### config.mk
export PLATFORM = sky130hd
export DESIGN_NAME = game_session_ctrl
export DESIGN_NICKNAME = d
export VERILOG_FILES = /design/src/rtl/game_session_ctrl.sv
export SDC_FILE = /design/constraint.sdc
export NUM_CORES = 1
export LEC_CHECK = 0
export ABC_AREA = 1
export ABC_CLOCK_PERIOD_IN_PS = 4000
export CELL_PAD_IN_SITES_DETAIL_PLACEMENT = 2
export CELL_PAD_IN_SITES_GLOBAL_PLACEMENT = 2
export CORE_AREA = 2 2 126 128
export CTS_CLUSTER_DIAMETER = 60
export DETAILED_ROUTE_END_ITERATION = 8
export DIE_AREA = 0 0 128 130
export PLACE_DENSITY_LB_ADDON = 0.1
export REMOVE_ABC_BUFFERS = 1
export SKIP_LAST_GASP = 1
export SYNTH_ARGS = -nofsm -noshare
export SYNTH_HDL_FRONTEND = slang
export SYNTH_SLANG_ARGS = --single-unit
### constraint.sdc
create_clock -name clk -period 4 [get_ports clk]
set_input_delay 0.4 -clock clk [delete_from_list [all_inputs] [get_ports clk]]
set_output_delay 0.4 -clock clk [all_outputs]
set_load 0.005 [all_outputs]
### src/rtl/game_session_ctrl.sv
// Game-session controller: frame divider, life counter, post-hit immunity,
// pause handling, saturating BCD score and high score.
module game_session_ctrl #(
  parameter int CLK_FREQ      = 100000000,
  parameter int FRAME_RATE    = 3,
  parameter int MAX_LIVES     = 3,
  parameter int INVULN_FRAMES = 4,
  parameter int SCORE_DIGITS  = 4
) (
  input  logic                      clk,
  input  logic                      reset,
  input  logic                      button_press,
  input  logic                      pause_switch,
  input  logic                      collision_detected,
  output logic                      frame_tick,
  output logic [2:0]                state,
  output logic [3:0]                lives,
  output logic [MAX_LIVES-1:0]      life_leds,
  output logic                      game_over,
  output logic                      invuln,
  output logic [4*SCORE_DIGITS-1:0] score_bcd,
  output logic [4*SCORE_DIGITS-1:0] high_score_bcd
);

  localparam int DIV   = CLK_FREQ / FRAME_RATE;
  localparam int DIV_W = (DIV > 1) ? $clog2(DIV) : 1;
  localparam int SW    = 4 * SCORE_DIGITS;

  localparam logic [DIV_W-1:0] DIV_LAST  = DIV_W'(DIV - 1);
  localparam logic [3:0]       LIVES_MAX = 4'(MAX_LIVES);
  localparam logic [7:0]       INV_LOAD  = 8'(INVULN_FRAMES);

  typedef enum logic [2:0] {
    S_IDLE  = 3'd0,
    S_RUN   = 3'd1,
    S_HIT   = 3'd2,
    S_PAUSE = 3'd3,
    S_OVER  = 3'd4
  } state_t;

  state_t            state_q, state_d;
  logic              ret_hit_q, ret_hit_d;   // PAUSE returns to HIT when set, else RUN
  logic [DIV_W-1:0]  div_q, div_d;
  logic              tick_q, tick_d;
  logic [3:0]        lives_q, lives_d;
  logic [7:0]        inv_q, inv_d;
  logic [SW-1:0]     score_q, score_d;
  logic [SW-1:0]     high_q, high_d;
  logic              btn_q, col_q;

  logic              start_edge, hit_edge;
  logic [SCORE_DIGITS:0] carry;
  logic [SW-1:0]     score_inc;
  logic [SW-1:0]     score_bumped;

  assign start_edge = button_press & ~btn_q;
  assign hit_edge   = collision_detected & ~col_q;

  // Free-running frame divider; the tick register mirrors "divider == DIV-1".
  always_comb begin
    div_d  = (div_q == DIV_LAST) ? '0 : div_q + DIV_W'(1);
    tick_d = (div_d == DIV_LAST);
  end

  // Ripple BCD incrementer; carry out of the top digit means all nines.
  assign carry[0] = 1'b1;
  for (genvar gi = 0; gi < SCORE_DIGITS; gi++) begin : g_bcd
    logic nine;
    assign nine = (score_q[4*gi +: 4] == 4'd9);
    assign score_inc[4*gi +: 4] = !carry[gi] ? score_q[4*gi +: 4] :
                                  (nine ? 4'd0 : score_q[4*gi +: 4] + 4'd1);
    assign carry[gi+1] = carry[gi] & nine;
  end
  assign score_bumped = carry[SCORE_DIGITS] ? score_q : score_inc;

  // Next-state logic for the session FSM and everything it owns.
  always_comb begin
    state_d   = state_q;
    ret_hit_d = ret_hit_q;
    lives_d   = lives_q;
    inv_d     = inv_q;
    score_d   = score_q;
    high_d    = high_q;
    case (state_q)
      S_IDLE, S_OVER: begin
        if (start_edge && !pause_switch) begin
          score_d = '0;
          lives_d = LIVES_MAX;
          state_d = S_RUN;
        end
      end
      S_RUN: begin
        if (tick_q) score_d = score_bumped;
        if (hit_edge) begin
          lives_d = lives_q - 4'd1;
          if (lives_q <= 4'd1) begin
            lives_d = 4'd0;
            state_d = S_OVER;
            // Compare against the score including any coincident tick.
            if (score_d > high_q) high_d = score_d;
          end else begin
            inv_d   = INV_LOAD;
            state_d = S_HIT;
          end
        end else if (pause_switch) begin
          ret_hit_d = 1'b0;
          state_d   = S_PAUSE;
        end
      end
      S_HIT: begin
        // The tick is handled first; a pause then saves whichever state results.
        if (tick_q) begin
          score_d = score_bumped;
          inv_d   = inv_q - 8'd1;
          if (inv_q <= 8'd1) begin
            inv_d   = 8'd0;
            state_d = S_RUN;
          end
        end
        if (pause_switch) begin
          ret_hit_d = (state_d == S_HIT);
          state_d   = S_PAUSE;
        end
      end
      S_PAUSE: begin
        if (!pause_switch) state_d = ret_hit_q ? S_HIT : S_RUN;
      end
      default: state_d = S_IDLE;
    endcase
  end

  // State register with synchronous active-low reset.
  always_ff @(posedge clk) begin
    if (!reset) begin
      state_q   <= S_IDLE;
      ret_hit_q <= 1'b0;
      div_q     <= '0;
      tick_q    <= 1'b0;
      lives_q   <= LIVES_MAX;
      inv_q     <= 8'd0;
      score_q   <= '0;
      high_q    <= '0;
      btn_q     <= 1'b0;
      col_q     <= 1'b0;
    end else begin
      state_q   <= state_d;
      ret_hit_q <= ret_hit_d;
      div_q     <= div_d;
      tick_q    <= tick_d;
      lives_q   <= lives_d;
      inv_q     <= inv_d;
      score_q   <= score_d;
      high_q    <= high_d;
      btn_q     <= button_press;
      col_q     <= collision_detected;
    end
  end

  // Thermometer decode of the life counter.
  for (genvar gi = 0; gi < MAX_LIVES; gi++) begin : g_leds
    assign life_leds[gi] = (lives_q > 4'(gi));
  end

  assign frame_tick     = tick_q;
  assign state          = state_q;
  assign lives          = lives_q;
  assign game_over      = (state_q == S_OVER);
  assign invuln         = (state_q == S_HIT) || ((state_q == S_PAUSE) && ret_hit_q);
  assign score_bcd      = score_q;
  assign high_score_bcd = high_q;

endmodule

* Word level (Yosys, flattened, before mapping)
Cells that the tools add are included.
** Storage, ports and cells
- Register bits after elaboration :: 76
- Bits of input ports :: 5
- Output and inout bits :: 45
- Word-level logic and storage cells :: 102
** Operators by class
- Add/sub/neg operators :: 7
- $lt $le $gt $ge :: 6
- Equality and inequality tests :: 20
- Mux-type cells :: 37
- Bitwise logic cells :: 7
- Reduce and logical (&&, ||, !) cells :: 15
** Operator list (number)
- $mux W16 :: 4
- $eq A25 B25 Y1 const B :: 2
- $pmux W16 S3 :: 1
- $mux W4 :: 10
- $mux W8 :: 4
- $mux W3 :: 9
- $add A25 B1 Y25 const B :: 1
- $mux W25 :: 1
- $add A4 B1 Y4 const B :: 4
- $eq A4 B4 Y1 const B :: 4
- $gt A16 B16 Y1 :: 1
- $ne A2 B2 Y1 const B :: 8
- $pmux W8 S2 :: 1
- $pmux W3 S4 :: 1
- $reduce_and A4 Y1 :: 3
- $eq A3 B2 Y1 const B :: 3
- $gt A4 B1 Y1 const B :: 2
- $le A8 B1 Y1 const B :: 1
- $pmux W4 S2 :: 1
- $sub A8 B1 Y8 const B :: 1
- $reduce_and A3 Y1 :: 2
- $and A1 B1 Y1 :: 5
- $gt A4 B2 Y1 const B :: 1
- $le A4 B1 Y1 const B :: 1
- 16 further kinds :: 21

* Logic depth before layout (Yosys ltp)
- Depth after elaboration :: 9
- Mapped depth :: 22
- Depth with buffers taken out :: 21

* Worst setup path before layout
No wires, ideal clock.
- Path kind :: register to register
- Start point :: reg score_q[0] (netlist: score_bcd[0])
- End point :: reg high_q[12] (netlist: high_score_bcd[12])
- Setup time :: 113 ps
- Arrival time :: 2670 ps
- Required time :: 3887 ps
- Setup slack :: 1217 ps
- Stages on the path, launching flop included :: 18
- Path buffers :: 1
- Clock period less this slack :: 2783 ps
- Path through :: dfxtp_1 ha_1 nand3_2 nor2_4 nand2_4 inv_2 nand3_1 o21ai_1 inv_1 ha_1 nand4_1 nor3_2 nand2_1 nand2_1 nand2_4 buf_6 o21ai_1 nor2_1
** On the way
- Longest elaborated chain between the ends :: 9
- Elaborated cells on any way between the ends :: 14
- Those cells by class :: add/sub (1); order compare (1); eq/ne (1); mux (7); bitwise (3); reduce/logical (1)
** RTL lines
- start, declared :: RTL line 47 : logic [SW-1:0] score_q, score_d;
- start signal, assigned :: RTL line 152 : score_q <= score_d;
- $eq A4 B4 Y1 :: RTL line 69 : assign nine = (score_q[4*gi +: 4] == 4'd9);
- $and A1 B1 Y1 (2 in a row) :: RTL line 72 : assign carry[gi+1] = carry[gi] & nine;
- $and A1 B1 Y1 or $mux W4 (tied branches) :: RTL line 72, 70
- $mux W16 :: RTL line 74 : assign score_bumped = carry[SCORE_DIGITS] ? score_q : score_inc;
- $mux W16 *
- $mux W16 * :: RTL line 84 : case (state_q)
- $gt A16 B16 Y1 :: RTL line 100 : if (score_d > high_q) high_d = score_d;
- $reduce_and A4 Y1 (no source line)
- end signal, assigned :: RTL line 153 : high_q <= high_d;
- end, declared :: RTL line 48 : logic [SW-1:0] high_q, high_d;
Mark *: on every way between the ends. The rest lies on a longest branch, timed or not. The select of a mux whose other input is x is not followed.
A chain may end at the register's enable or synchronous reset.

* Final worst setup path
- Start point :: reg score_q[4] (netlist: score_bcd[4])
- End point :: reg high_q[15] (netlist: high_score_bcd[15])
** On the way
- Longest elaborated chain between the ends :: 9
- Elaborated cells on any way between the ends :: 14
- Those cells by class :: add/sub (1); order compare (1); eq/ne (1); mux (7); bitwise (3); reduce/logical (1)
** RTL lines (RTL line)
- branches (longest 5 deep; another with $add A4 B1 Y4)
- $mux W16 *
- $mux W16 * :: 84
- $gt A16 B16 Y1 :: 100
- $reduce_and A4 Y1 (no source line)
Every way passes the cells marked *. The select of a mux whose other input is x is not followed.

==> flow_summary.ini <==
[floorplanning]
start_util_pct = 31.3
fp.dieH_um = 130
rows = 46
die_x_um = 128
die_area_um2 = 16600
fp.coreArea_um2 = 15400
io_pins = 50

[worst_setup_path]
cp_top_family = simple AND/OR/NAND/NOR gates
crit_buf_inv = 1
worst_ep_required_time_ns = 4.23
cp_max_fo = 17
endpoint_kind = flip-flop
crit_type = flip-flop to flip-flop
path_cells = ha_1 -> nand3_2 -> nor2_4 -> nand2_4 -> nor2_2 -> nor2_2 -> nand2_4 -> nand2_1 -> o21ai_2 -> ha_1 -> a21oi_1 -> nor3_1 -> nor3_1 -> nand2_1 -> nand2_1 -> nand2_1 -> nand2_4 -> inv_2 -> nor2_1 -> nor2_1
cp_slowest_stage_delay_ns = 0.47
start_kind = flip-flop
cp_common_cell = nand2_1
cp_slowest_cell = dfxtp_1
worstPathArrival_ns = 3.75

[placed_design]
dp_cells = 969
place_area_um2 = 5530
io_buffers = 49
hpwlAfterDp_um = 13000
place_congestion = 0.835

[cells_and_area]
diodes = 0
fillers = 1860
fin_nets = 824
drive_gt1_share_pct = 8.45
area_growth_pct = 20.0
layout.cells.non_filler = 985
design_area_um2 = 5800
multi_input_area_um2 = 2810
register_area_um2 = 1520

[global_route]
grt_util_all_layers_pct = 20.2
grt_pass1_vias = 5286
antenna_found_initial = 0
grt-ovfl-total = 0
grt_pass1_wl_um = 26500
grt_max_degree = 23

[timing]
fmax_mhz = 284
finalCriticalPeriod_ns = 3.52
tightest_slew_ns = 0.668
setup_tns_ns = 0
setup_viol = 0
rsz0062_at_grt = false
final_hold_viol_count = 0
drv_slew = 0
finalClockSkew_ns = 0.00859
max-slew-margin-rel_pct = 55.4
fin_crit_sh_pct = 88.1

[detailed_routing]
firstDrtPassIters = 4
drc = 0
drt_iter0_drc = 128
vias = 4859
wl_per_cell_um = 16.4
finalWirelength_um = 16100
postRouteAntennaNets = 0
viasPerCell = 4.93

[clock_tree]
clk_pin_slew_ns = 0.06
clock_sinks = 76
post_cts_buffers = 0
cts_buffers = 9
cts_root_buf = clkbuf_16
cts_tree = yes
cts_resized = 0
htreeDepth = 3
hold_buffers = 0
insertion_delay_ns = 0.34
cts_buffer_depth = 2

[synthesis]
syn-instance-count = 736
synthFlopType = dfxtp_1
seq_area_frac_synth_pct = 31.5
synth_top_area_share_pct = 31.5
yosysMostFrequentCell = nand2_1
ys_ff_latch = 76
yosys.area.top_type = dfxtp_1
async_flop_share_pct = 0
synthesis.area_um2 = 4830
ys.warnings.count = 0
synth.avg_cell_area_um2 = 6.57
yosysUniqueCellTypes = 40
synth_edf_count = 0
synthTopCellsByArea = dfxtp_1, nand2_1, nor2_1
yosys-top-cells-count = nand2_1, nor2_1, inv_1

[power_and_ir_drop]
max-vdd-ir-drop_mv = 0.176
cellPowerDensity_nw_per_um2 = 388
p_total_w = 0.00225
cellLeakagePower_nw = 2.48

[min_path]
min_path_type = flip-flop to flip-flop

[run_status]
status = finished clean

[flow_run]
maxCapViolations = 0
## logic make-up after synthesis
kind of cell	count (synthesis)	synth area share, %
xor+xnor	13	2.51
fa+ha+maj	31	8.03
compound gates	97	11.5
buf+inv	129	10.3
simple gates	390	36.2
flops	76	31.5
## per-stage QoR
step	hold WS [ns]	setup slack (ns)	utilization, %
after CTS	0.493	0.432	37.6
after detailed placement	0.484	0.484	35.9
after global routing	0.530	0.158	37.6
after floorplan	0.462	1.24	-
after global placement	0.473	0.663	35.9
final	0.485	0.478	37.6
## final timing paths
| path | slack [ns] | cells after the start | endpoint | startpoint |
|---|---|---|---|---|
| worst min register to register | 0.49 | 2 | high_score_bcd[13]$_SDFFE_PN0P_ | high_score_bcd[13]$_SDFFE_PN0P_ |
| worst max-delay path | 0.48 | 20 | high_score_bcd[15]$_SDFFE_PN0P_ | score_bcd[4]$_SDFFE_PN0P_ |
| worst min-delay path | 0.49 | 2 | high_score_bcd[13]$_SDFFE_PN0P_ | high_score_bcd[13]$_SDFFE_PN0P_ |
| worst max register to register | 0.48 | 20 | high_score_bcd[15]$_SDFFE_PN0P_ | score_bcd[4]$_SDFFE_PN0P_ |
## routing by layer
metal / track usage, % / part of all wire [%] / vias up
li1: - / - / 2441
met1: 23.5 / 45 / 2363
met2: 38.6 / 52 / 39
met3: 2.95 / 1.6 / 16
met4: 5.43 / 1.4 / 0
met5: 0 / 0 / -
## layout make-up
type | count | share of cell area, %
Inverter | 118 | 7.64
Timing Repair Buffer | 52 | 8.84
Clock buffer | 11 | 4.18
Clock inverter | 5 | 0.475
Multi-Input combinational cell | 531 | 48.5
Sequential cell | 76 | 26.2
Tap cell | 192 | 4.14
## registers in the layout (all words and copies together), names as in the netlist
name            flops
div_q              25
high_score_bcd     16
score_bcd          16
inv_q               8
lives               4
state               3
btn_q               1
col_q               1
frame_tick          1
ret_hit_q           1
## power breakdown
part,internal [W],switching (W),total (W)
logic,0.000205,0.000400,0.000606
registers,0.000815,0.0000640,0.000879
clock network,0.000433,0.000330,0.000763
## worst register-to-register path: cells and delay by family (launching register included)
kind | cells | cell delay (ns)
DFF | 1 | 0.47
buffers and inverters | 1 | 0.14
adders and majority gates | 2 | 0.50
AOI/OAI and AO/OA | 2 | 0.27
and+or+nand+nor | 15 | 2.02
## cell usage in the layout (no fill, tap or decap), types with 18 or more instances in the layout
cell             count
a21oi_1             47
dfxtp_1             76
nand4_1             18
clkdlybuf4s50_1     49
o21ai_0             22
nand2_1            160
nand3_1             38
nor3_1              19
ha_1                31
inv_1              112
nor2_1             115
Note: power is estimated with default switching activity, not from simulation.
